File: src/rtl/aqua_dispense_scheduler.sv
// Round-robin scheduler that shares one pump/manifold between NREQ water kiosks.
// It grants one kiosk, primes the valve, runs the pump to the ordered volume and reports the outcome.
module aqua_dispense_scheduler #(
  parameter int unsigned NREQ         = 4,
  parameter int unsigned PULSES_PER_L = 8,
  parameter int unsigned CNT_W        = 8,
  parameter int unsigned TIMEOUT      = 1023
) (
  input  logic            clk,
  input  logic            reset,
  input  logic [NREQ-1:0] req,
  input  logic [NREQ-1:0] vol_sel,
  input  logic            flow_pulse,
  input  logic            tank_low,
  output logic [NREQ-1:0] grant,
  output logic [NREQ-1:0] valve_sel,
  output logic            pump_on,
  output logic [NREQ-1:0] done,
  output logic [NREQ-1:0] fault,
  output logic            busy,
  output logic [3:0]      litres_out
);

  localparam int unsigned      IW      = (NREQ > 1) ? $clog2(NREQ) : 1;
  localparam int unsigned      TW      = $clog2(TIMEOUT + 1);
  localparam logic [CNT_W-1:0] TGT_5L  = CNT_W'(5 * PULSES_PER_L);
  localparam logic [CNT_W-1:0] TGT_10L = CNT_W'(10 * PULSES_PER_L);
  localparam logic [CNT_W-1:0] PPL_M1  = CNT_W'(PULSES_PER_L - 1);
  localparam logic [TW-1:0]    TO_M1   = TW'(TIMEOUT - 1);
  localparam logic [IW-1:0]    LAST    = IW'(NREQ - 1);

  typedef enum logic [1:0] {IDLE, PRIME, RUN, CLOSE} state_t;
  typedef enum logic [1:0] {EX_DONE, EX_FAULT, EX_ABORT} exit_t;

  state_t            state, state_n;
  exit_t             reason, reason_n;
  logic [IW-1:0]     rr_ptr, rr_n;
  logic [IW-1:0]     idx, idx_n;
  logic              vol, vol_n;
  logic [CNT_W-1:0]  pulse_cnt, pulse_n;
  logic [CNT_W-1:0]  pl_cnt, pl_n;
  logic [TW-1:0]     to_cnt, to_n;
  logic [3:0]        litres_n;
  logic [NREQ-1:0]   grant_n, valve_n, done_n, fault_n;
  logic              pump_n, busy_n;

  logic              any_req;
  logic [IW-1:0]     win;
  int unsigned       j;
  logic [CNT_W-1:0]  target;
  logic              hit;

  // First requester at or after the round-robin pointer, wrapping.
  always_comb begin
    any_req = 1'b0;
    win     = '0;
    j       = 0;
    for (int unsigned k = 0; k < NREQ; k++) begin
      j = (32'(rr_ptr) + k) % NREQ;
      if (!any_req && req[j[IW-1:0]]) begin
        any_req = 1'b1;
        win     = j[IW-1:0];
      end
    end
  end

  assign target = vol ? TGT_10L : TGT_5L;

  always_comb begin
    state_n  = state;
    reason_n = reason;
    rr_n     = rr_ptr;
    idx_n    = idx;
    vol_n    = vol;
    pulse_n  = pulse_cnt;
    pl_n     = pl_cnt;
    to_n     = to_cnt;
    litres_n = litres_out;
    grant_n  = grant;
    valve_n  = valve_sel;
    pump_n   = pump_on;
    done_n   = '0;
    fault_n  = '0;
    hit      = 1'b0;

    unique case (state)
      IDLE: begin
        if (!tank_low && any_req) begin
          grant_n      = '0;
          grant_n[win] = 1'b1;
          valve_n      = '0;
          valve_n[win] = 1'b1;
          idx_n        = win;
          vol_n        = vol_sel[win];
          pulse_n      = '0;
          pl_n         = '0;
          to_n         = '0;
          litres_n     = '0;
          state_n      = PRIME;
        end
      end
      PRIME: begin
        pump_n  = 1'b1;
        state_n = RUN;
      end
      RUN: begin
        if (flow_pulse) begin
          pulse_n = pulse_cnt + 1'b1;
          to_n    = '0;
          if (pl_cnt == PPL_M1) begin
            pl_n     = '0;
            litres_n = litres_out + 4'd1;
          end else begin
            pl_n = pl_cnt + 1'b1;
          end
          hit = ((pulse_cnt + 1'b1) == target);
        end else begin
          to_n = to_cnt + 1'b1;
        end
        // Exit priority: target reached, tank low, timeout, abort.
        if (hit) begin
          reason_n = EX_DONE;
          pump_n   = 1'b0;
          state_n  = CLOSE;
        end else if (tank_low || (!flow_pulse && to_cnt == TO_M1)) begin
          reason_n = EX_FAULT;
          pump_n   = 1'b0;
          state_n  = CLOSE;
        end else if (!req[idx]) begin
          reason_n = EX_ABORT;
          pump_n   = 1'b0;
          state_n  = CLOSE;
        end
      end
      CLOSE: begin
        grant_n      = '0;
        valve_n      = '0;
        done_n[idx]  = (reason == EX_DONE);
        fault_n[idx] = (reason == EX_FAULT);
        rr_n         = (idx == LAST) ? '0 : idx + 1'b1;
        state_n      = IDLE;
      end
      default: state_n = IDLE;
    endcase

    busy_n = (state_n != IDLE);
  end

  always_ff @(posedge clk or posedge reset) begin
    if (reset) begin
      state      <= IDLE;
      reason     <= EX_ABORT;
      rr_ptr     <= '0;
      idx        <= '0;
      vol        <= 1'b0;
      pulse_cnt  <= '0;
      pl_cnt     <= '0;
      to_cnt     <= '0;
      litres_out <= '0;
      grant      <= '0;
      valve_sel  <= '0;
      pump_on    <= 1'b0;
      done       <= '0;
      fault      <= '0;
      busy       <= 1'b0;
    end else begin
      state      <= state_n;
      reason     <= reason_n;
      rr_ptr     <= rr_n;
      idx        <= idx_n;
      vol        <= vol_n;
      pulse_cnt  <= pulse_n;
      pl_cnt     <= pl_n;
      to_cnt     <= to_n;
      litres_out <= litres_n;
      grant      <= grant_n;
      valve_sel  <= valve_n;
      pump_on    <= pump_n;
      done       <= done_n;
      fault      <= fault_n;
      busy       <= busy_n;
    end
  end

endmodule

File: config.mk
export PLATFORM = sky130hd
export DESIGN_NAME = aqua_dispense_scheduler
export DESIGN_NICKNAME = d
export VERILOG_FILES = /design/src/rtl/aqua_dispense_scheduler.sv
export SDC_FILE = /design/constraint.sdc
export NUM_CORES = 1
export LEC_CHECK = 0
export ABC_CLOCK_PERIOD_IN_PS = 4900
export CAP_MARGIN = 25
export CORE_MARGIN = 2
export CORE_UTILIZATION = 35
export CTS_CLUSTER_DIAMETER = 40
export DETAILED_ROUTE_END_ITERATION = 7
export GPL_ROUTABILITY_DRIVEN = 0
export PLACE_DENSITY = 0.62
export SYNTH_ARGS = -nofsm -noshare
export SYNTH_HDL_FRONTEND = slang
export SYNTH_SLANG_ARGS = --single-unit
File: constraint.sdc
create_clock -name clk -period 4.9 [get_ports clk]
set_input_delay 1.225 -clock clk [delete_from_list [all_inputs] [get_ports clk]]
set_output_delay 1.225 -clock clk [all_outputs]
set_load 0.02 [all_outputs]
==> results.tsv <==
metric	value	unit
status	completed	
nNetsFinal	373	
cpPeakStageDelay	0.58	ns
timing.fmax	0.301	GHz
die_y	95.2	um
area_growth_syn_to_layout	17.1	%
timing.rr.start	state[0]	
grt_overflow	0	
drt-wirelength-per-cell	13.4	um
place_hpwl	4410	um
cts_resized	0	
rows	33	
syn_inst	319	
avgSynthCellArea	9.12	um2
rsz0062_at_grt	false	
finClkSkew	0.0101	ns
path_class	input port to flop	
slew_viol_final	0	
fin_crit	3.32	ns
cp_cell_sequence	clkdlybuf4s50_1, or4_4, a21oi_2, or2_1, or4_1, a21oi_1, a21o_1	
powerDensity	455	nW/um2
antenna_cells	0	
end_kind	flop	
drive_above_1_share	6.02	%
async_reset_ff_share	100	%
hold_viol	0	
cp_max_fo	17	
post-route-drc-count	0	
relSlewSlack	51.1	%
grt.total_usage	15.0	%
grt_pass1_wl	10800	um
crit_path_end	pl_cnt[6]	
critPathSlowestCell	or4_4	
synth_seq_cells	53	
critical_path.top_delay_family	simple AND/OR/NAND/NOR gates	
leakage	1.46	nW
clock_path_buffers	2	
ys_types	47	
finish.utilization	41.9	%
period_share	67.7	%
io_buffers	33	
synth_edf_count	0	
synth.top_cell.area_share	44.7	%
pre_cts_slack	1.25	ns
max-cap-violations	0	
crit_arrival	3.53	ns
rr_worst_depth	8	
p_total	1.55	mW
final_cell_mix	52 x dfrtp_1, 43 x nand2_1, 33 x clkdlybuf4s50_1, 32 x o21ai_0, 28 x nor2_1	
placed_cell_area	3310	um2
synth_nets	344	
synthFlopType	dfrtp_1	
grt_pass1_vias	2299	
core	8130	um2
initial_core_util	35.8	%
cp-start-kind	input port	
yosys.area.top_type	dfrtp_1	
r2r_slack	2.07	ns
hold_class	flop to flop	
critPathRequiredTime	5.11	ns
worst-path-stages	7	
finalSetupViolations	0	
via_count	2344	
drt_iter0_drc	152	
pin_count	34	
yosys_warnings	0	
dieArea	9060	um2
tns	0	ns
synth_area	2910	um2
nFillCells	785	
via_per_inst	5.16	
cts-buffers-inserted	5	
setup_ws	1.58	ns
firstDrtPassIters	4	
clk_pin_slew_worst_paths	0.10	ns
clk_latency	0.31	ns
ant_nets	0	
antenna_found_initial	0	
yosysSeqAreaShare	45.6	%
cts_max_level	2	
grt_max_degree	36	
synth_area_leaders	dfrtp_1 45%, ha_1 5.6%, nand2_1 5.5%, o21ai_0 5.5%, nor2_1 3.6%	
peakVddDrop	0.253	mV
cts_root_buf	clkbuf_8	
cts.sinks	53	
drt-total-wl	6080	um
cts_tree	built	
reg2reg_to	pl_cnt[6]	
die_x	95.2	um
post_cts_buffers	0	
worstPathBufferInverterCount	1	
final_cell_area	3410	um2
postCtsHoldBufs	0	
final_common_cell	dfrtp_1	
startpoint	req[2]	
tightest_slew	0.733	ns
[worst min path at each step]
stage	startpoint	end	slack (ns)	cells past startpoint
finish	litres_out[3]	litres_out[3]	0.48	1
global route	litres_out[3]	litres_out[3]	0.52	1
CTS	litres_out[3]	litres_out[3]	0.49	1
detailed placement	litres_out[3]	litres_out[3]	0.48	1
global placement	litres_out[3]	litres_out[3]	0.47	1
floorplan	pl_cnt[1]	pl_cnt[1]	0.47	2
[kinds of logic after synthesis]
kind of cell / Yosys count / synth area share, %
xor+xnor: 10 / 3.01
simple gates: 131 / 21.4
fa+ha+maj: 13 / 5.59
buf+inv: 31 / 5.03
compound gates: 74 / 16.4
flops: 53 / 45.6
mux: 7 / 2.97
[cell type report]
class | count | area [um2] | area share (%)
multi-input cells | 235 | 1440 | 42.1
well taps | 105 | 131 | 3.85
clock buffers | 6 | 82.6 | 2.42
clock inverters | 2 | 17.5 | 0.514
flip-flops and latches | 53 | 1330 | 38.9
repair buffers | 35 | 345 | 10.1
inverters | 18 | 67.6 | 1.98
[synth_stat cells (all sizes together), types with 4 or more instances]
cell type   n
o21ai      32
inv        18
nor2       29
and2        4
nand2      43
a21o        5
or3         5
o31ai       7
dfrtp      52
nor3        9
o22ai       4
xor2        5
a21oi       8
clkbuf      4
buf         9
a41oi       4
nand3      19
nor2b       8
ha         13
or4         4
xnor2       5
[stage by stage]
stage	std cells	hold WS, ns
finish	454	0.484
CTS	454	0.491
floorplan	319	0.465
global route	454	0.520
detailed placement	446	0.478
global placement	446	0.471
[where the power goes]
part	switching (mW)	leakage [nW]	internal [mW]	total [mW]
clock network	0.153	0.0518	0.118	0.270
logic	0.407	0.702	0.262	0.669
registers	0.0894	0.706	0.523	0.612
[metal layers]
layer	wire [um]	vias up	track usage, %
li1	-	1172	-
met1	2970	1113	20.6
met2	2780	51	23.7
met3	254	8	3.16
met4	80	0	5.19
met5	0	-	0
[registers in the layout, summed over array words and instances (netlist names)]
name	cells
pump_on	1
reason	2
busy	1
to_cnt	10
pl_cnt	8
rr_ptr	2
fault	4
vol	1
valve_sel	4
done	4
pulse_cnt	8
state	2
litres_out	4
idx	2
(Power assumes the default switching activity.)
